**src/rtl/pipe_hazard_ctrl.sv**
```systemverilog
// Load-use stall, redirect flush and memory freeze control with registered EX forwarding selects; HAZ_PERF_CNT_EN adds stall/flush counters.
// Latency: stall/flush/bubble are combinational from ID and the record state; forwarding selects follow one edge after ID acceptance.
// Backpressure: mem_busy_i freezes every record and select; a load-use hazard holds PC/IF-ID and inserts a bubble into EX.
module pipe_hazard_ctrl #(
   parameter int  STAGES     = 5,
   parameter int  REG_ADDR_W = 5,
   parameter int  LOAD_LAT   = 1,
   localparam int NS         = STAGES - 2,
   localparam int FWD_W      = $clog2(NS)
) (
   input  logic                  clk_i,
   input  logic                  reset_i,
   input  logic                  id_valid_i,
   input  logic [REG_ADDR_W-1:0] id_rs1_i,
   input  logic [REG_ADDR_W-1:0] id_rs2_i,
   input  logic                  id_use_rs1_i,
   input  logic                  id_use_rs2_i,
   input  logic [REG_ADDR_W-1:0] id_rd_i,
   input  logic                  id_reg_write_i,
   input  logic                  id_mem_read_i,
   input  logic                  ex_redirect_i,
   input  logic                  mem_busy_i,
   output logic                  stall_o,
   output logic                  flush_o,
   output logic                  bubble_o,
   output logic [FWD_W-1:0]      fwd_rs1_o,
   output logic [FWD_W-1:0]      fwd_rs2_o,
   output logic [31:0]           stall_cnt_o,
   output logic [31:0]           flush_cnt_o
);

   typedef struct packed {
      logic                  valid;
      logic [REG_ADDR_W-1:0] rd;
      logic                  reg_write;
      logic                  is_load;
   } rec_t;

   rec_t             rec_q [NS];
   rec_t             rec_d [NS];
   logic [FWD_W-1:0] fwd1_q, fwd1_d;
   logic [FWD_W-1:0] fwd2_q, fwd2_d;

   logic [FWD_W-1:0] sel1, sel2;
   logic             lu1, lu2;
   logic             hazard;
   logic             freeze, redirect, lu_stall, accept;

   // Scan oldest to youngest so the youngest producer wins; the WB record is
   // never a source because the regfile writes before it is read.
   always_comb begin
      sel1 = '0;
      sel2 = '0;
      lu1  = 1'b0;
      lu2  = 1'b0;
      for (int j = NS - 2; j >= 0; j--) begin
         if (rec_q[j].valid && rec_q[j].reg_write && id_use_rs1_i &&
             (id_rs1_i != '0) && (rec_q[j].rd == id_rs1_i)) begin
            sel1 = FWD_W'(j + 1);
            lu1  = rec_q[j].is_load && (j < LOAD_LAT);
         end
         if (rec_q[j].valid && rec_q[j].reg_write && id_use_rs2_i &&
             (id_rs2_i != '0) && (rec_q[j].rd == id_rs2_i)) begin
            sel2 = FWD_W'(j + 1);
            lu2  = rec_q[j].is_load && (j < LOAD_LAT);
         end
      end
   end

   assign hazard   = id_valid_i && (lu1 || lu2);
   assign freeze   = mem_busy_i;
   assign redirect = !freeze && ex_redirect_i;
   assign lu_stall = !freeze && !ex_redirect_i && hazard;
   assign accept   = !freeze && !ex_redirect_i && !hazard;

   assign stall_o  = freeze || lu_stall;
   assign flush_o  = redirect;
   assign bubble_o = redirect || lu_stall;

   always_comb begin
      rec_d  = rec_q;
      fwd1_d = fwd1_q;
      fwd2_d = fwd2_q;
      if (!freeze) begin
         for (int i = 1; i < NS; i++) begin
            rec_d[i] = rec_q[i-1];
         end
         rec_d[0] = '0;
         fwd1_d   = '0;
         fwd2_d   = '0;
         if (accept) begin
            rec_d[0].valid     = id_valid_i;
            rec_d[0].rd        = id_rd_i;
            rec_d[0].reg_write = id_reg_write_i;
            rec_d[0].is_load   = id_mem_read_i;
            if (id_valid_i) begin
               fwd1_d = sel1;
               fwd2_d = sel2;
            end
         end
      end
   end

   always_ff @(posedge clk_i or negedge reset_i) begin
      if (!reset_i) begin
         for (int i = 0; i < NS; i++) begin
            rec_q[i] <= '0;
         end
         fwd1_q <= '0;
         fwd2_q <= '0;
      end else begin
         rec_q  <= rec_d;
         fwd1_q <= fwd1_d;
         fwd2_q <= fwd2_d;
      end
   end

   assign fwd_rs1_o = fwd1_q;
   assign fwd_rs2_o = fwd2_q;

`ifdef HAZ_PERF_CNT_EN
   logic [31:0] stall_cnt_q, stall_cnt_d;
   logic [31:0] flush_cnt_q, flush_cnt_d;

   // Saturating counters: frozen cycles are not counted as load-use stalls.
   always_comb begin
      stall_cnt_d = stall_cnt_q;
      flush_cnt_d = flush_cnt_q;
      if (lu_stall && (stall_cnt_q != 32'hFFFF_FFFF)) begin
         stall_cnt_d = stall_cnt_q + 32'd1;
      end
      if (redirect && (flush_cnt_q != 32'hFFFF_FFFF)) begin
         flush_cnt_d = flush_cnt_q + 32'd1;
      end
   end

   always_ff @(posedge clk_i or negedge reset_i) begin
      if (!reset_i) begin
         stall_cnt_q <= '0;
         flush_cnt_q <= '0;
      end else begin
         stall_cnt_q <= stall_cnt_d;
         flush_cnt_q <= flush_cnt_d;
      end
   end

   assign stall_cnt_o = stall_cnt_q;
   assign flush_cnt_o = flush_cnt_q;
`else
   assign stall_cnt_o = '0;
   assign flush_cnt_o = '0;
`endif

endmodule
```
**config.mk**
```make
export PLATFORM = sky130hd
export DESIGN_NAME = pipe_hazard_ctrl
export DESIGN_NICKNAME = d
export VERILOG_FILES = /design/src/rtl/pipe_hazard_ctrl.sv
export SDC_FILE = /design/constraint.sdc
export NUM_CORES = 1
export LEC_CHECK = 0
export CAP_MARGIN = 10
export CORE_UTILIZATION = 40
export CTS_CLUSTER_DIAMETER = 50
export DETAILED_ROUTE_END_ITERATION = 10
export HOLD_SLACK_MARGIN = 0.15
export PLACE_DENSITY = 0.86
export SLEW_MARGIN = 20
export SYNTH_ARGS = -nofsm -noshare
export SYNTH_HDL_FRONTEND = slang
export SYNTH_SLANG_ARGS = --single-unit
```
**constraint.sdc**
```tcl
create_clock -name clk_i -period 2.9 [get_ports clk_i]
set_input_delay 0.58 -clock clk_i [delete_from_list [all_inputs] [get_ports clk_i]]
set_output_delay 0.58 -clock clk_i [all_outputs]
set_load 0.005 [all_outputs]
```
==> impl_metrics.py, run 1 <==
metrics = {
    "floorplan": {
        "initial_utilization_pct": 42.0,
        "ios": 95,
        "row_count": 22,
        "dieArea_mm2": 0.00409,
        "die_w_um": 64.0,
        "coreArea_mm2": 0.00366,
        "die_h_um": 64.0,
    },
    "power_and_ir_drop": {
        "power.leakage_nw": 0.949,
        "power.total_uw": 666,
        "powerDensity_mw_per_mm2": 347,
        "ir_worst_vdd_v": 0.000279,
    },
    "drt": {
        "wl_mm": 3.14,
        "detail-route-antenna-nets": 0,
        "drc": 0,
        "via_per_inst": 4.48,
        "wl_per_cell_um": 12.1,
        "drtIter0Drc": 28,
        "num_vias": 1161,
        "firstDrtPassIters": 4,
    },
    "global_routing": {
        "grt_start_max_net_pins": 20,
        "grt_antenna_before_repair": 0,
        "grt_pass1_vias": 982,
        "grt_pass1_wl_mm": 4.60,
        "grt_overflow_total": 0,
        "grt_usage_pct": 14.5,
    },
    "placed_design": {
        "portBuffers": 30,
        "place.gp.congestion": 0.906,
        "hpwlAfterDp_mm": 2.42,
    },
    "outcome": {
        "status": "finished clean",
    },
    "setup_path": {
        "required_ns": 2.32,
        "critPathKind": "in -> out",
        "worstPathMaxFanout": 3,
        "cp.arrival_ns": 2.25,
        "crit_slowest_cell": "or4_4",
        "cp-end-kind": "output port",
        "start_kind": "primary input",
        "path_common_cell": "dlygate4sd2_1",
        "max_stage_delay_ns": 0.55,
        "crit_chain": "dlygate4sd2_1 -> or4_4 -> o21ai_4 -> nor3_4 -> o21bai_2 -> buf_4 -> o21bai_1 -> dlygate4sd2_1",
    },
    "clock_tree": {
        "cts_max_path_buffers": 2,
        "cts_tree": "built",
        "cts_buffers": 3,
        "cts.sinks": 19,
        "clockRootBuffer": "clkbuf_8",
        "h-tree-depth": 1,
        "worstSkewPairLatency_ns": 0.26,
        "clk_pin_slew_ns": 0.08,
    },
    "layout": {
        "fillCellCount": 327,
        "final_util_pct": 52.4,
        "final_layout_size_suffix_gt1_share_pct": 21.8,
        "antenna_cells": 0,
        "syn2layout_area_growth_pct": 24.8,
        "nets": 236,
    },
    "sta": {
        "max_freq_ghz": 0.354,
        "final-max-slew-violation-count": 0,
        "timing.final.crit_share_pct": 97.5,
        "slew_headroom_pct": 44.2,
        "final_hold_viol_count": 0,
        "clock_skew_ns": 0.00152,
        "setup_viol": 0,
        "tightestPinTransition_ns": 0.835,
        "rsz0062_at_grt": "false",
        "fin_crit_ns": 2.83,
    },
    "logic_synthesis": {
        "ys_ff_latch": 19,
        "synth_cell_types": 25,
        "netlist_area_mm2": 0.00154,
        "syn_inst": 157,
        "seq_area_frac_synth_pct": 30.9,
        "avgSynthCellArea_um2": 9.79,
        "ys_warn_count": 0,
    },
    "hold_path": {
        "hp-class": "reg -> reg",
    },
    "job": {
        "maxCapViolations": 0,
    },
}
[state kept, by name, summed over array words and instances (netlist names)]
signal and cells:
rec_q 15, fwd_rs2_o 2, fwd_rs1_o 2
[critical path, delay by kind of cell]
| family | cells | cell delay [ns] |
|---|---|---|
| AO/OA/AOI/OAI | 3 | 0.38 |
| AND/OR/NAND/NOR | 2 | 0.62 |
| buffers and inverters | 3 | 0.66 |
[where the power goes]
part / total [mW] / switching [mW] / internal, mW
clock network: 0.193 / 0.0960 / 0.0970
registers: 0.309 / 0.0251 / 0.284
logic: 0.164 / 0.0785 / 0.0852
[final timing paths]
| path | start | endpoint | slack, ns | depth (start not counted) |
|---|---|---|---|---|
| worst max-delay path | id_rs1_i[1] | stall_o | 0.07 | 8 |
| worst min-delay path | fwd_rs1_o[1] | fwd_rs1_o[1] | 0.50 | 2 |
| worst max register to register | rec_q[22] | rec_q[22] | 1.00 | 7 |
| worst min register to register | fwd_rs1_o[1] | fwd_rs1_o[1] | 0.50 | 2 |
| max in group asynchronous | reset_i | rec_q[13] | 1.59 | 1 |
| min in group asynchronous | reset_i | rec_q[20] | 0.79 | 1 |
[cells by family after synthesis]
| kind of cell | synth area share (%) |
|---|---|
| AND/OR/NAND/NOR | 9.36 |
| buffers and inverters | 32.7 |
| flip-flops | 30.9 |
| other | 0.244 |
| AO/OA/AOI/OAI | 10.2 |
| multiplexers | 5.13 |
| XOR/XNOR | 11.4 |
[timing repair]
action                     4_1_cts  5_1_grt
resized for setup               15        9
setup endpoints to repair        2        2
hold buffers                     0        0
hold endpoints to repair         0        0
pin swaps                        4        7
buffers inserted                 3        3
[placed cells by master (no fill, tap or decap)]
master           instances
o21bai_1                 1
xor2_1                   8
a21oi_1                  1
buf_4                   24
dlygate4sd2_1            7
nand2_1                  6
nor2_8                   1
mux2_2                   7
o21bai_2                 1
xnor2_2                  1
nor4_1                   2
dfrtp_1                 19
nand3_1                  1
o31ai_2                  1
conb_1                  64
dlymetal6s2s_1           4
nor4_4                   1
o31ai_1                  1
clkdlybuf4s50_1         18
nor3_4                   1
clkinvlp_4               1
or4_1                    4
inv_1                    1
nand3_2                  1
o21ai_2                  1
or4_4                    1
nand4_1                  3
xnor2_1                 11
nor2_1                   3
clkbuf_8                 3
a22o_1                   2
clkbuf_2                 1
o21ai_1                  1
o21ai_4                  1
a32o_1                   8
[through the flow]
stage	area (um^2)	setup WS, ns	instances	setup TNS [ns]	hold slack (ns)
detailed placement	1770	-0.337	249	-0.649	0.495
CTS	1870	-0.0897	256	-0.0897	0.514
floorplan	1770	0.529	220	0	0.284
global route	1920	0.00951	259	0	0.536
global placement	1770	-0.285	249	-0.555	0.473
finish	1920	0.0723	259	0	0.502
[synth_stat cells]
master / n / share of area, %
nor2_8: 1 / 1.3
o31ai_2: 1 / 0.81
buf_6: 1 / 0.73
inv_1: 1 / 0.24
a32o_1: 8 / 5.2
nor2_1: 3 / 0.73
o21bai_1: 1 / 0.49
nor4_1: 3 / 1.2
mux2_2: 7 / 5.1
clkbuf_1: 2 / 0.49
nor3_1: 1 / 0.33
buf_4: 64 / 31
xnor2_1: 12 / 6.8
dfrtp_1: 19 / 31
o21ai_1: 3 / 0.98
a22o_1: 2 / 1.1
nand3_1: 2 / 0.65
xor2_1: 8 / 4.6
nand2_1: 6 / 1.5
o31ai_1: 1 / 0.49
o21bai_2: 1 / 0.73
nand4_1: 3 / 1.2
a21oi_1: 1 / 0.33
or4_1: 5 / 2.4
conb_1: 1 / 0.24
[layout make-up]
cell class / instances / area (um^2) / share of cell area, %
timing repair buffer: 54 / 477 / 24.9
sequential: 19 / 475 / 24.8
clock buffer: 3 / 41.3 / 2.15
multi-input combinational: 133 / 852 / 44.5
clock inverter: 1 / 7.51 / 0.392
tap: 48 / 60.1 / 3.13
inverter: 1 / 3.75 / 0.196
[per-layer routing]
layer	track usage (%)	vias up	wire (um)
met5	0	-	0
met4	3.41	0	25
met3	2.32	4	216
met2	27.3	81	1690
met1	17.0	556	1210
li1	-	520	-
No activity file was read; power rests on OpenSTA's default activity.
==> run 2, diff against run 1 <==
PLACE_DENSITY = not set   (was 0.86)
PLACE_DENSITY_LB_ADDON = 0.3   (was not set)
==> run 2 against run 1 <==
Fmax rose by 0.77%. Clock-buffer cell count rose by 1. Via count fell by 6.4%. Non-clock buffer count fell by 4. Wire length fell by 6.5%. First-iteration DRC count fell by 64%. Hold slack got worse by 0.0027 ns. Combinational power fell by 2%. Cell count fell by 1.5%. Sequential share of layout area rose by 0.60 points. Critical path type unchanged. Critical path depth did not move.
==> impl_metrics.py, run 2 (synthesized netlist as in run 1, its figures left out) <==
metrics = {
    "outcome": {
        "status": "finished clean",
    },
    "setup_path": {
        "rrSetupSlack_ns": 1.10,
        "cp.arrival_ns": 2.23,
        "reg2regPathDepth": 7,
        "rr_startpoint": "rec_q[19]",
        "critPathKind": "in -> out",
        "cp-end-kind": "output port",
        "endpoint": "bubble_o",
        "crit_start": "id_rs1_i[2]",
        "start_kind": "primary input",
        "required_ns": 2.32,
        "reg2reg_to": "rec_q[22]",
        "worstPathMaxFanout": 2,
    },
    "clock_tree": {
        "clockRootBuffer": "clkbuf_8",
        "clk_pin_slew_ns": 0.07,
        "h-tree-depth": 1,
        "cts_tree": "built",
        "cts_buffers": 3,
        "cts.sinks": 19,
        "worstSkewPairLatency_ns": 0.26,
        "cts_max_path_buffers": 2,
    },
    "power_and_ir_drop": {
        "ir_worst_vdd_v": 0.000160,
        "combPwrFrac_pct": 24.5,
        "power_switching_share_pct": 29.1,
        "switching_power_uw": 190,
        "seqPwrFrac_pct": 46.9,
        "p_clk_share_pct": 28.7,
        "p_int_uw": 463,
        "power.leakage_nw": 0.897,
        "powerDensity_mw_per_mm2": 349,
        "power.total_uw": 653,
    },
    "drt": {
        "detail-route-antenna-nets": 0,
        "wl_met2_mm": 1.45,
        "drtIter0Drc": 10,
        "topRoutingLayerUsed": "met4",
        "drt-met1-wl_mm": 1.27,
        "wl_mm": 2.94,
        "drc": 0,
        "firstDrtPassIters": 4,
        "via_per_inst": 4.26,
        "num_vias": 1087,
        "wl_per_cell_um": 11.5,
        "wl_met3_um": 182,
    },
    "placed_design": {
        "dp_cells": 248,
        "place_area_mm2": 0.00176,
        "place.gp.congestion": 0.817,
        "hpwlAfterDp_mm": 2.34,
        "portBuffers": 30,
    },
    "layout": {
        "largest_register_ffs": 15,
        "nets": 232,
        "stdcell_count": 255,
        "layout_commonest_cell": "conb_1",
        "stdcell_area_mm2": 0.00187,
        "final_cell_mix": "64 x conb_1, 20 x buf_4, 19 x dfrtp_1, 18 x clkdlybuf4s50_1, 12 x xnor2_1",
        "final_layout_size_suffix_gt1_share_pct": 18.8,
        "final_util_pct": 51.1,
        "syn2layout_area_growth_pct": 21.8,
        "top_register": "rec_q",
        "antenna_cells": 0,
    },
    "sta": {
        "tightestPinTransition_ns": 0.848,
        "hold_ws_ns": 0.500,
        "setup_viol": 0,
        "slew_headroom_pct": 43.3,
        "rsz0062_at_grt": "false",
        "max_freq_ghz": 0.356,
        "final_hold_viol_count": 0,
        "final-max-slew-violation-count": 0,
        "clock_skew_ns": 0.00281,
        "timing.final.crit_share_pct": 96.8,
        "fin_crit_ns": 2.81,
    },
    "global_routing": {
        "grt_pass1_wl_mm": 4.81,
        "grt_pass1_vias": 992,
        "grt_usage_pct": 15.7,
        "grt_overflow_total": 0,
        "grt_antenna_before_repair": 0,
        "grt_start_max_net_pins": 20,
    },
    "hold_path": {
        "hp-class": "reg -> reg",
    },
    "job": {
        "maxCapViolations": 0,
    },
    "floorplan": {
        "row_count": 22,
        "die_w_um": 64.0,
        "initial_utilization_pct": 42.0,
        "die_h_um": 64.0,
        "coreArea_mm2": 0.00366,
        "dieArea_mm2": 0.00409,
        "ios": 95,
    },
}
==> run 2: power by group through the flow <==
stage          Clock [mW]  Sequential [mW]  Combinational [mW]
3_3_place_gp            0            0.311               0.153
2_1_floorplan           0            0.305               0.145
5_1_grt             0.208            0.309               0.177
4_1_cts             0.193            0.306               0.159
6_report            0.187            0.306               0.160
3_5_place_dp            0            0.311               0.154
==> run 2: metrics by stage <==
stage,setup TNS [ns],worst slack [ns]
after CTS,0,0.00841
after floorplan,0,0.529
after detailed placement,-0.590,-0.300
after global placement,-0.577,-0.301
after global routing,0,0.0147
final,0,0.0940
==> run 2: timing repair <==
item,in CTS,in global routing
endpoints found under the setup margin,2,2
pin swaps,5,3
gates resized for setup,20,4
hold endpoints to repair,0,0
hold buffers,0,0
setup buffers,3,0
==> run 2: how the worst min path moves through the flow <==
stage	start	to	slack [ns]	cells past startpoint
detailed placement	fwd_rs2_o[1]	fwd_rs2_o[1]	0.48	2
global route	rec_q[9]	rec_q[9]	0.55	1
CTS	fwd_rs2_o[1]	fwd_rs2_o[1]	0.50	2
finish	fwd_rs2_o[1]	fwd_rs2_o[1]	0.50	2
floorplan	reset_i	fwd_rs1_o[0]	0.28	0
global placement	fwd_rs2_o[1]	fwd_rs2_o[1]	0.48	2
==> run 2: layer usage <==
layer,vias up,global-route usage (%)
li1,517,-
met1,508,20.6
met2,58,25.7
met3,4,2.50
met4,0,5.97
met5,-,0
==> run 2: critical path: stages <==
cell and delay [ns]:
dlygate4sd2_1 0.25, or4_4 0.55, o21ai_4 0.17, nor3_2 0.06, o21bai_2 0.17, buf_4 0.13
a21oi_1 0.05, dlygate4sd2_1 0.26
==> run 2: final cells by class <==
type                            instances  area (um^2)
Multi-Input combinational cell        133          845
Inverter                                1         3.75
Clock buffer                            4         45.0
Timing Repair Buffer                   50          443
Sequential cell                        19          475
Tap cell                               48         60.1
Fill cell                             363         1790
